**config.mk**
```make
export PLATFORM = sky130hd
export DESIGN_NAME = dma_read_engine
export DESIGN_NICKNAME = d
export VERILOG_FILES = /design/src/rtl/pkg_axi_stream.sv /design/src/rtl/dma_read_engine.sv
export SDC_FILE = /design/constraint.sdc
export NUM_CORES = 1
export LEC_CHECK = 0
export CAP_MARGIN = 5
export CORE_MARGIN = 2
export CORE_UTILIZATION = 65
export DETAILED_ROUTE_END_ITERATION = 10
export DONT_BUFFER_PORTS = 1
export PLACE_DENSITY = 0.81
export SLEW_MARGIN = 0
export SYNTH_ARGS = -nofsm -noshare
export SYNTH_HDL_FRONTEND = slang
export SYNTH_SLANG_ARGS = --single-unit
```
**constraint.sdc**
```tcl
create_clock -name clk -period 6.1 [get_ports clk]
set_clock_uncertainty 0.15 [all_clocks]
set_input_delay 1.525 -clock clk [delete_from_list [all_inputs] [get_ports clk]]
set_output_delay 1.525 -clock clk [all_outputs]
set_load 0.02 [all_outputs]
```
**src/rtl/pkg_axi_stream.sv**
```systemverilog
// Shared AXI constants, read-engine FSM states and the burst sizing rule.
package pkg_axi_stream;

  localparam logic [1:0] AXI_BURST_INCR   = 2'b01;
  localparam logic [2:0] AXI_SIZE_4B      = 3'b010;
  localparam logic [3:0] AXI_CACHE_NC_BUF = 4'b0011;
  localparam logic [2:0] AXI_PROT_DATA    = 3'b000;
  localparam int         AXI_4KB          = 4096;
  localparam logic [1:0] AXI_RESP_OKAY    = 2'b00;

  typedef enum logic [1:0] {IDLE, ADDR, DATA, FINISH} rd_state_e;

  // Largest burst that fits the beat cap, the remaining words and the current 4KB page.
  function automatic logic [8:0] calc_beats(input logic [11:0] offset,
                                            input logic [29:0] words,
                                            input logic [8:0]  max_burst);
    logic [12:0] room;
    logic [8:0]  beats;
    room  = (13'(AXI_4KB) - {1'b0, offset}) >> 2;
    beats = max_burst;
    if (words < {21'd0, beats}) beats = words[8:0];
    if (room < {4'd0, beats}) beats = room[8:0];
    return beats;
  endfunction

endpackage

```
**src/rtl/dma_read_engine.sv**
```systemverilog
// AXI4 read master: fetches a buffer in 4KB-safe INCR bursts and forwards it
// beat-for-beat onto a 32-bit AXI-Stream with no buffering.
module dma_read_engine
  import pkg_axi_stream::*;
#(
  parameter int ADDR_WIDTH = 32,
  parameter int DATA_WIDTH = 32,
  parameter int MAX_BURST  = 16
) (
  input  logic                  clk,
  input  logic                  rst,
  input  logic                  i_start,
  input  logic [ADDR_WIDTH-1:0] i_base_addr,
  input  logic [31:0]           i_total_len,
  output logic                  o_busy,
  output logic                  o_done,
  output logic                  o_error,
  output logic [ADDR_WIDTH-1:0] m_axi_araddr,
  output logic [7:0]            m_axi_arlen,
  output logic [2:0]            m_axi_arsize,
  output logic [1:0]            m_axi_arburst,
  output logic [3:0]            m_axi_arcache,
  output logic [2:0]            m_axi_arprot,
  output logic                  m_axi_arvalid,
  input  logic                  m_axi_arready,
  input  logic [DATA_WIDTH-1:0] m_axi_rdata,
  input  logic [1:0]            m_axi_rresp,
  input  logic                  m_axi_rlast,
  input  logic                  m_axi_rvalid,
  output logic                  m_axi_rready,
  output logic [DATA_WIDTH-1:0] m_axis_tdata,
  output logic                  m_axis_tvalid,
  output logic                  m_axis_tlast,
  input  logic                  m_axis_tready
);

  localparam logic [8:0] MAX_BURST_W = 9'(MAX_BURST);

  rd_state_e state_reg, state_next;

  logic [ADDR_WIDTH-1:0] addr_reg, araddr_reg, next_addr, burst_addr;
  logic [29:0]           words_left_reg, words_dec, burst_words;
  logic [8:0]            beat_cnt_reg, beats_reg, burst_beats;
  logic [7:0]            arlen_reg;
  logic                  arvalid_reg, error_reg, rlast_seen_reg;
  logic                  misaligned, beat_fire, last_beat, err_now;

  assign misaligned  = (|i_base_addr[1:0]) | (|i_total_len[1:0]);
  assign beat_fire   = (state_reg == DATA) && m_axi_rvalid && m_axis_tready;
  assign last_beat   = beat_fire && (beat_cnt_reg == 9'd1);
  assign words_dec   = words_left_reg - 30'd1;
  assign next_addr   = addr_reg + ADDR_WIDTH'({beats_reg, 2'b00});
  // An early or missing rlast is only judged once the burst's final beat arrives.
  assign err_now     = error_reg
                     | (beat_fire && (m_axi_rresp != AXI_RESP_OKAY))
                     | (last_beat && (!m_axi_rlast || rlast_seen_reg));
  assign burst_addr  = (state_reg == IDLE) ? i_base_addr : next_addr;
  assign burst_words = (state_reg == IDLE) ? i_total_len[31:2] : words_dec;
  assign burst_beats = calc_beats(burst_addr[11:0], burst_words, MAX_BURST_W);

  always_comb begin
    state_next = state_reg;
    case (state_reg)
      IDLE: begin
        if (i_start) begin
          if (misaligned || (i_total_len == 32'd0)) state_next = FINISH;
          else                                      state_next = ADDR;
        end
      end
      ADDR: begin
        if (arvalid_reg && m_axi_arready) state_next = DATA;
      end
      DATA: begin
        if (last_beat) begin
          if ((words_dec == 30'd0) || err_now) state_next = FINISH;
          else                                 state_next = ADDR;
        end
      end
      default: state_next = IDLE;
    endcase
  end

  always_ff @(posedge clk) begin
    if (rst) begin
      state_reg      <= IDLE;
      addr_reg       <= '0;
      araddr_reg     <= '0;
      arlen_reg      <= '0;
      arvalid_reg    <= 1'b0;
      words_left_reg <= '0;
      beat_cnt_reg   <= '0;
      beats_reg      <= '0;
      error_reg      <= 1'b0;
      rlast_seen_reg <= 1'b0;
    end else begin
      state_reg <= state_next;
      case (state_reg)
        IDLE: begin
          if (i_start) begin
            addr_reg       <= i_base_addr;
            words_left_reg <= i_total_len[31:2];
            error_reg      <= misaligned;
          end
        end
        ADDR: begin
          if (m_axi_arready) begin
            arvalid_reg    <= 1'b0;
            beat_cnt_reg   <= beats_reg;
            rlast_seen_reg <= 1'b0;
          end
        end
        DATA: begin
          if (beat_fire) begin
            beat_cnt_reg   <= beat_cnt_reg - 9'd1;
            words_left_reg <= words_dec;
            error_reg      <= err_now;
            if (m_axi_rlast) rlast_seen_reg <= 1'b1;
          end
        end
        default: ;
      endcase
      // The AR channel is loaded once per burst and then held until accepted.
      if ((state_next == ADDR) && (state_reg != ADDR)) begin
        addr_reg    <= burst_addr;
        araddr_reg  <= burst_addr;
        arlen_reg   <= 8'(burst_beats - 9'd1);
        beats_reg   <= burst_beats;
        arvalid_reg <= 1'b1;
      end
    end
  end

  assign o_busy        = (state_reg != IDLE);
  assign o_done        = (state_reg == FINISH);
  assign o_error       = error_reg;
  assign m_axi_araddr  = araddr_reg;
  assign m_axi_arlen   = arlen_reg;
  assign m_axi_arsize  = AXI_SIZE_4B;
  assign m_axi_arburst = AXI_BURST_INCR;
  assign m_axi_arcache = AXI_CACHE_NC_BUF;
  assign m_axi_arprot  = AXI_PROT_DATA;
  assign m_axi_arvalid = arvalid_reg;
  assign m_axi_rready  = (state_reg == DATA) && m_axis_tready;
  assign m_axis_tvalid = (state_reg == DATA) && m_axi_rvalid;
  assign m_axis_tdata  = m_axi_rdata;
  assign m_axis_tlast  = (state_reg == DATA) && m_axi_rvalid && (words_left_reg == 30'd1);

endmodule

```
# --- Yosys cells after proc, flatten, opt, wreduce, memory -nomap -nowiden ---
# Cells that the tools add are included.
classes:
  reduce_logical: 31
  n_mux: 28
  eq_ne: 11
  add_sub_neg: 5
  magnitude_cmp: 2
  bitwise_logic: 3
op_table:
  columns: ["operator", "count"]
  rows:
  - ["$mux 32", 4]
  - ["$mux 30", 3]
  - ["$pmux 30 s2", 1]
  - ["$mux 9", 4]
  - ["$add 32x11->32", 1]
  - ["$logic_not 32->1", 1]
  - ["$eq 30x1->1 const B", 1]
  - ["$logic_not 30->1", 1]
  - ["$lt 30x5->1 const B", 1]
  - ["$sub 30x1->30 const B", 1]
  - ["$pmux 9 s2", 1]
  - ["$reduce_bool 2->1", 8]
  - ["$sub 13x12->13 const A", 1]
  - ["$lt 11x9->1", 1]
  - ["$mux 2", 5]
  - ["$eq 9x1->1 const B", 1]
  - ["$logic_and 1x1->1", 9]
  - ["$sub 9x1->9 const B", 1]
  - ["$ne 2x2->1 const B", 4]
  - ["$sub 8x1->8 const B", 1]
  - ["$mux 1", 7]
  - ["$pmux 2 s3", 1]
  - ["$reduce_and 3->1", 2]
  - ["$eq 2x1->1 const B", 2]
  - ["other kinds (10)", 18]
totals:
  in_bits: 105
  output_inout_bits: 91
  elab_cells: 90
  register_bits: 125

# --- Logic depth before layout (Yosys ltp) ---
logic_depth:
  depth_word: 14
  mapped_depth: 27
  mapped_depth_nobuf: 24

# --- Worst setup path after synthesis ---
# Ideal clock, no wire load.
synth_timing:
  path_type: "input-to-reg"
  from: "input port i_total_len[24]"
  to: "register arlen_reg[4], in the netlist m_axi_arlen[4]"
  stages: 23
  path_buffers: 2
  setup_ps: 91
  arrival_ps: 5002
  slack_ps: 857
  required_time_ps: 5859
  cell_sequence: "or4_1 > nor3_1 > nand4_1 > nor2_1 > a31o_2 > nand2_1 > ha_1 > a21oi_1 > nor2b_1 > o21ai_0 > a21oi_1 > nor2_1 > o2111ai_2 > a21oi_4 > buf_6 > buf_6 > nor2_1 > a21oi_2 > ha_1 > nand2_1 > nor3_1 > a21oi_1 > a311oi_1"
synth_via:
  elab_chain_cells: 7
  elab_cells_between_ends: 13
  classes_between: "add/sub: 1; order compare: 2; eq/ne: 1; mux: 6; reduce/logical: 3"
synth_rtl:
  columns: ["item", "line", "source"]
  rows:
  - ["start, declared", "dma_read_engine.sv:14", "input logic [31:0] i_total_len,"]
  - ["parallel branches: the longest is 7 deep, another holds $lt 30x5->1", null, null]
  - ["end signal, assigned", "dma_read_engine.sv:126", "arlen_reg <= 8'(burst_beats - 9'd1);"]
  - ["end, declared", "dma_read_engine.sv:44", "logic [7:0] arlen_reg;"]
# Several ways; the timed one is not identified.
# A chain may end at the register's enable or synchronous reset.

# --- Worst setup path in the final report ---
layout_timing:
  from: "register words_left_reg[0]"
  to: "register arlen_reg[4], in the netlist m_axi_arlen[4]"
layout_via:
  elab_chain_cells: 8
  elab_cells_between_ends: 14
  classes_between: "add/sub: 2; order compare: 2; eq/ne: 1; mux: 6; reduce/logical: 3"
layout_rtl:
  columns: ["item", "line", "source"]
  rows:
  - ["start, declared", "dma_read_engine.sv:42", "logic [29:0] words_left_reg, words_dec, burst_words;"]
  - ["start signal, assigned", "dma_read_engine.sv:101", "words_left_reg <= i_total_len[31:2];"]
  - ["start signal, assigned", "dma_read_engine.sv:115", "words_left_reg <= words_dec;"]
  - ["$sub 30x1->30 *", "dma_read_engine.sv:51", "assign words_dec = words_left_reg - 30'd1;"]
  - ["parallel branches: the longest is 7 deep, another holds $lt 30x5->1", null, null]
# Mark *: on every way between the ends.

==> results_tabular.tex <==
\begin{tabular}{lr}
\hline
Metric & Value \\
\hline
\multicolumn{2}{l}{\textbf{Cells and area}} \\
\quad Layout cell share with drive strength beyond 1 & 0.0833 \\
\quad Area Overhead vs Synth & 3.85\% \\
\quad Antenna diode count & 0 \\
\quad Nets & 1195 \\
\quad Filler cell count in the final layout & 1111 \\
\multicolumn{2}{l}{\textbf{Place}} \\
\quad Routability-driven placement congestion ratio & 0.929 \\
\quad HPWL after detailed placement & 15800 um \\
\quad Number of buffers added on ports & 0 \\
\quad Worst setup slack after placement & 0.531 ns \\
\multicolumn{2}{l}{\textbf{Critical path}} \\
\quad Worst-path cell chain & inv\_1, ha\_1, or3b\_1, nor2\_4, nand3\_2, or3\_1, a22oi\_4, a31o\_2, nor2b\_1, inv\_1, ha\_1, a21oi\_1, or3\_1, o2111ai\_2, a21oi\_4, buf\_4, a21oi\_2, ha\_1, nand2\_1, nor3\_1, a21oi\_1, a311oi\_1 \\
\quad Worst setup SP type & register \\
\quad Bufs and invs on worst path & 3 \\
\quad Setup crit end kind & register \\
\quad R2r worst-path depth & 22 \\
\quad Count of cell instances traversed by the critical path & 22 \\
\quad Reg-to-Reg Start & words\_left\_reg[0] \\
\quad Critical Path Slowest Stage Cell & sky130\_fd\_sc\_hd\_\_or3b\_1 \\
\quad Crit path kind & register to register \\
\quad Crit path required time & 6.28 ns \\
\quad Data arrival, critical path & 5.49 ns \\
\quad Kind of cell adding the most delay to the critical path & simple AND/OR/NAND/NOR gates \\
\quad Library cell appearing most often on the critical path & sky130\_fd\_sc\_hd\_\_ha\_1 \\
\quad Setup slack of the most critical reg-to-reg path & 0.79 ns \\
\quad Worst reg2reg endpoint & m\_axi\_arlen[4] \\
\quad Max FO, Critical Path & 12 \\
\quad Biggest cell delay along the critical path & 0.50 ns \\
\multicolumn{2}{l}{\textbf{Power and ir drop}} \\
\quad Static leakage & 3.21 nW \\
\quad Worst vdd ir & 238 uV \\
\quad Cell area power density & 362 nW/um\^{}2 \\
\multicolumn{2}{l}{\textbf{Global route}} \\
\quad Number of global-route vias before repair & 7457 \\
\quad Overall fraction of global-route tracks in use & 0.328 \\
\quad Antenna violations before repair & 0 \\
\quad Total overflow reported by the global router & 0 \\
\quad Wire length of the first global-routing pass & 37100 um \\
\quad Largest net degree at the start of global routing & 126 \\
\multicolumn{2}{l}{\textbf{Floorplan}} \\
\quad Starting Density & 0.665 \\
\quad Die span in y & 118 um \\
\quad Die area & 13800 um\^{}2 \\
\quad Number of primary I/O pins & 196 \\
\quad \# rows & 41 \\
\quad Die width & 118 um \\
\quad Core Area & 12600 um\^{}2 \\
\multicolumn{2}{l}{\textbf{Worst hold path}} \\
\quad Kind of path behind the tightest hold check & register to register \\
\quad Hold-critical path depth & 2 \\
\quad Hold path start & beat\_cnt\_reg[1] \\
\quad Worst Hold Path EP & beat\_cnt\_reg[1] \\
\multicolumn{2}{l}{\textbf{CTS}} \\
\quad CTS tree & done \\
\quad Source-to-sink clock delay at the later pin of the worst-skew pair & 0.43 ns \\
\quad Clock root buffer master & sky130\_fd\_sc\_hd\_\_clkbuf\_16 \\
\quad \# hold bufs at CTS & 0 \\
\quad CTS Buf Count & 17 \\
\quad CTS clock-pin slew for the worst setup and hold paths & 0.06 ns \\
\quad Post-cts repair resize count & 0 \\
\quad H-tree Lvls & 4 \\
\quad Buffer depth of the longest clock path & 2 \\
\quad CTS sink cnt & 125 \\
\quad Buffer count from post-CTS setup fixing & 0 \\
\multicolumn{2}{l}{\textbf{Timing}} \\
\quad RSZ-0062 raised after global routing & false \\
\quad Fin worst setup slack & 0.789 ns \\
\quad Period minus WS final & 5.31 ns \\
\quad Final setup TNS & 0 ns \\
\quad Normalized max-slew margin & 0.273 \\
\quad Share of the clock period used by the worst path & 0.871 \\
\quad Number of failing hold endpoints at the final stage & 0 \\
\quad Slew Limit Fails & 0 \\
\quad Worst Max-Slew Pin Slew & 1.09 ns \\
\quad Achievable Freq & 0.188 GHz \\
\quad Number of setup violations in the final report & 0 \\
\multicolumn{2}{l}{\textbf{Yosys}} \\
\quad Combined area of all synthesized cells & 8390 um\^{}2 \\
\quad Post-synthesis cell count & 1139 \\
\quad Number of warnings printed during yosys synthesis & 0 \\
\quad Number of register bits inferred by synthesis & 125 \\
\quad Share of the yosys chip area belonging to registers & 0.298 \\
\quad Commonest register cell after synthesis & sky130\_fd\_sc\_hd\_\_dfxtp\_1 \\
\quad FFs w/ async S/R, synth & 0 \\
\quad Count of flip-flops with a built-in enable after synthesis & 0 \\
\quad Count of different cell masters after synthesis & 81 \\
\quad Syn\_area\_per\_cell & 7.37 um\^{}2 \\
\multicolumn{2}{l}{\textbf{Drt}} \\
\quad Routed wirelength normalized by instance count & 18.4 um \\
\quad Met1 layer wirelength in the final routing & 9520 um \\
\quad Via-per-instance ratio & 6.48 \\
\quad Final wirelength & 23100 um \\
\quad Number of iterations in the first detailed-routing pass & 6 \\
\quad Antenna Violating Nets Remaining & 0 \\
\quad Drc violations & 0 \\
\quad Via count & 8107 \\
\quad Uppermost metal layer occupied by signal nets & met4 \\
\quad WL met3 & 1980 um \\
\quad Met2 wire length & 10800 um \\
\quad Drt initial violations & 810 \\
\multicolumn{2}{l}{\textbf{Run status}} \\
\quad Run status & finished clean \\
\multicolumn{2}{l}{\textbf{Job}} \\
\quad \# Max-Cap Violations & 0 \\
\hline
\end{tabular}
==> cell type report <==
cell class | instances | area, um^2 | area share
clock buffers | 20 | 467 | 0.0536
clock inverters | 12 | 158 | 0.0181
inverters | 20 | 75.1 | 0.00862
multi-input cells | 889 | 5190 | 0.596
flip-flops and latches | 125 | 2500 | 0.287
well taps | 172 | 215 | 0.0247
repair buffers | 14 | 105 | 0.0121
==> where the power goes <==
part           total (W)  switching, W  internal, W
registers        0.00108      0.000163     0.000920
clock network    0.00107      0.000391     0.000678
logic            0.00101      0.000639     0.000366
total            0.00316       0.00119      0.00196
==> cells by family (layout without fill, tap and decap cells) <==
kind of cell / count (synthesis) / count (layout) / share of synthesized area
simple gates: 483 / 483 / 0.281
compound gates: 320 / 320 / 0.243
buf+inv: 139 / 66 / 0.0902
flops: 125 / 125 / 0.298
xor+xnor: 36 / 36 / 0.0376
fa+ha+maj: 23 / 23 / 0.0352
mux: 11 / 11 / 0.0139
other cells: 2 / 16 / 0.000895
==> placed cells by master, fill, tap and decap left out, types with 8 or more instances in the layout <==
master,synthesis,layout
sky130_fd_sc_hd__dfxtp_1,125,125
sky130_fd_sc_hd__nand2b_1,9,8
sky130_fd_sc_hd__o31ai_1,9,9
sky130_fd_sc_hd__xor2_1,16,16
sky130_fd_sc_hd__and3_1,14,14
sky130_fd_sc_hd__a22oi_1,17,17
sky130_fd_sc_hd__a211oi_1,24,24
sky130_fd_sc_hd__or3_1,12,12
sky130_fd_sc_hd__a221oi_1,10,10
sky130_fd_sc_hd__inv_1,20,19
sky130_fd_sc_hd__or2_2,9,9
sky130_fd_sc_hd__nor2_1,135,134
sky130_fd_sc_hd__conb_1,2,16
sky130_fd_sc_hd__o21ai_0,58,58
sky130_fd_sc_hd__xnor2_1,20,20
sky130_fd_sc_hd__mux2i_1,8,8
sky130_fd_sc_hd__ha_1,22,22
sky130_fd_sc_hd__nor3_1,26,26
sky130_fd_sc_hd__nor4_1,18,18
sky130_fd_sc_hd__clkbuf_16,0,17
sky130_fd_sc_hd__a21oi_1,117,117
sky130_fd_sc_hd__nand4_1,13,13
sky130_fd_sc_hd__a31oi_1,15,15
sky130_fd_sc_hd__buf_4,50,14
sky130_fd_sc_hd__nand2_1,157,157
sky130_fd_sc_hd__nand3_1,35,35
sky130_fd_sc_hd__o211ai_1,17,17
==> worst reg2reg max path, cell delays in order (launching register included) <==
cell and delay [ns]:
sky130_fd_sc_hd__dfxtp_1 0.40, sky130_fd_sc_hd__inv_1 0.10, sky130_fd_sc_hd__ha_1 0.41, sky130_fd_sc_hd__or3b_1 0.50
sky130_fd_sc_hd__nor2_4 0.22, sky130_fd_sc_hd__nand3_2 0.15, sky130_fd_sc_hd__or3_1 0.38, sky130_fd_sc_hd__a22oi_4 0.29
sky130_fd_sc_hd__a31o_2 0.29, sky130_fd_sc_hd__nor2b_1 0.22, sky130_fd_sc_hd__inv_1 0.06, sky130_fd_sc_hd__ha_1 0.31
sky130_fd_sc_hd__a21oi_1 0.07, sky130_fd_sc_hd__or3_1 0.33, sky130_fd_sc_hd__o2111ai_2 0.12, sky130_fd_sc_hd__a21oi_4 0.06
sky130_fd_sc_hd__buf_4 0.18, sky130_fd_sc_hd__a21oi_2 0.17, sky130_fd_sc_hd__ha_1 0.29, sky130_fd_sc_hd__nand2_1 0.09
sky130_fd_sc_hd__nor3_1 0.14, sky130_fd_sc_hd__a21oi_1 0.06, sky130_fd_sc_hd__a311oi_1 0.24
==> routing by layer <==
| metal | GRT usage | vias up |
|---|---|---|
| li1 | - | 3884 |
| met1 | 0.411 | 3782 |
| met2 | 0.539 | 369 |
| met3 | 0.0843 | 72 |
| met4 | 0.128 | 0 |
| met5 | 0 | - |
==> through the flow <==
step	instances	cell area, um^2	power [W]	hold slack, ns	utilization
after global placement	1220	8090	0.00206	0.302	0.641
after detailed placement	1220	8090	0.00207	0.305	0.641
after global routing	1252	8710	0.00332	0.352	0.690
after CTS	1252	8710	0.00314	0.313	0.690
final	1252	8710	0.00316	0.316	0.690
after floorplan	1153	8440	0.00191	0.295	-
==> Yosys cell counts, types with 5 or more instances <==
| cell | instances | area (um^2) |
|---|---|---|
| sky130_fd_sc_hd__clkbuf_1 | 53 | 199 |
| sky130_fd_sc_hd__or2_2 | 9 | 56.3 |
| sky130_fd_sc_hd__dfxtp_1 | 125 | 2500 |
| sky130_fd_sc_hd__or3_1 | 12 | 75.1 |
| sky130_fd_sc_hd__o31ai_1 | 9 | 67.6 |
| sky130_fd_sc_hd__nand2b_1 | 9 | 56.3 |
| sky130_fd_sc_hd__a221oi_1 | 10 | 87.6 |
| sky130_fd_sc_hd__a311oi_1 | 5 | 43.8 |
| sky130_fd_sc_hd__nor3_1 | 26 | 130 |
| sky130_fd_sc_hd__nor2b_1 | 6 | 37.5 |
| sky130_fd_sc_hd__o21ai_0 | 58 | 290 |
| sky130_fd_sc_hd__nor4_1 | 18 | 113 |
| sky130_fd_sc_hd__buf_4 | 50 | 375 |
| sky130_fd_sc_hd__inv_1 | 20 | 75.1 |
| sky130_fd_sc_hd__o211ai_1 | 17 | 128 |
| sky130_fd_sc_hd__a211oi_1 | 24 | 180 |
| sky130_fd_sc_hd__o22ai_1 | 7 | 43.8 |
| sky130_fd_sc_hd__nand4_1 | 13 | 81.3 |
| sky130_fd_sc_hd__nand2_1 | 157 | 589 |
| sky130_fd_sc_hd__buf_2 | 8 | 40.0 |
| sky130_fd_sc_hd__xnor2_1 | 20 | 175 |
| sky130_fd_sc_hd__a31oi_1 | 15 | 93.8 |
| sky130_fd_sc_hd__and3_1 | 14 | 87.6 |
| sky130_fd_sc_hd__a22oi_1 | 17 | 128 |
| sky130_fd_sc_hd__mux2i_1 | 8 | 80.1 |
| sky130_fd_sc_hd__and2_1 | 7 | 43.8 |
| sky130_fd_sc_hd__a21oi_1 | 117 | 586 |
| sky130_fd_sc_hd__xor2_1 | 16 | 140 |
| sky130_fd_sc_hd__nor3b_1 | 6 | 45.0 |
| sky130_fd_sc_hd__ha_1 | 22 | 275 |
| sky130_fd_sc_hd__buf_6 | 5 | 56.3 |
| sky130_fd_sc_hd__nand3_1 | 35 | 175 |
| sky130_fd_sc_hd__nor2_1 | 135 | 507 |
==> worst max path at each step <==
stage                           to               from  slack [ns]
floorplan           m_axi_arlen[4]    i_total_len[24]        0.86
global placement    m_axi_arlen[4]    i_total_len[24]        0.66
detailed placement  m_axi_arlen[4]    i_total_len[24]        0.53
CTS                 m_axi_arlen[4]  words_left_reg[0]        0.84
global route        m_axi_arlen[4]       state_reg[1]        0.25
finish              m_axi_arlen[4]  words_left_reg[0]        0.79
Power figures use the tool's default switching activity.
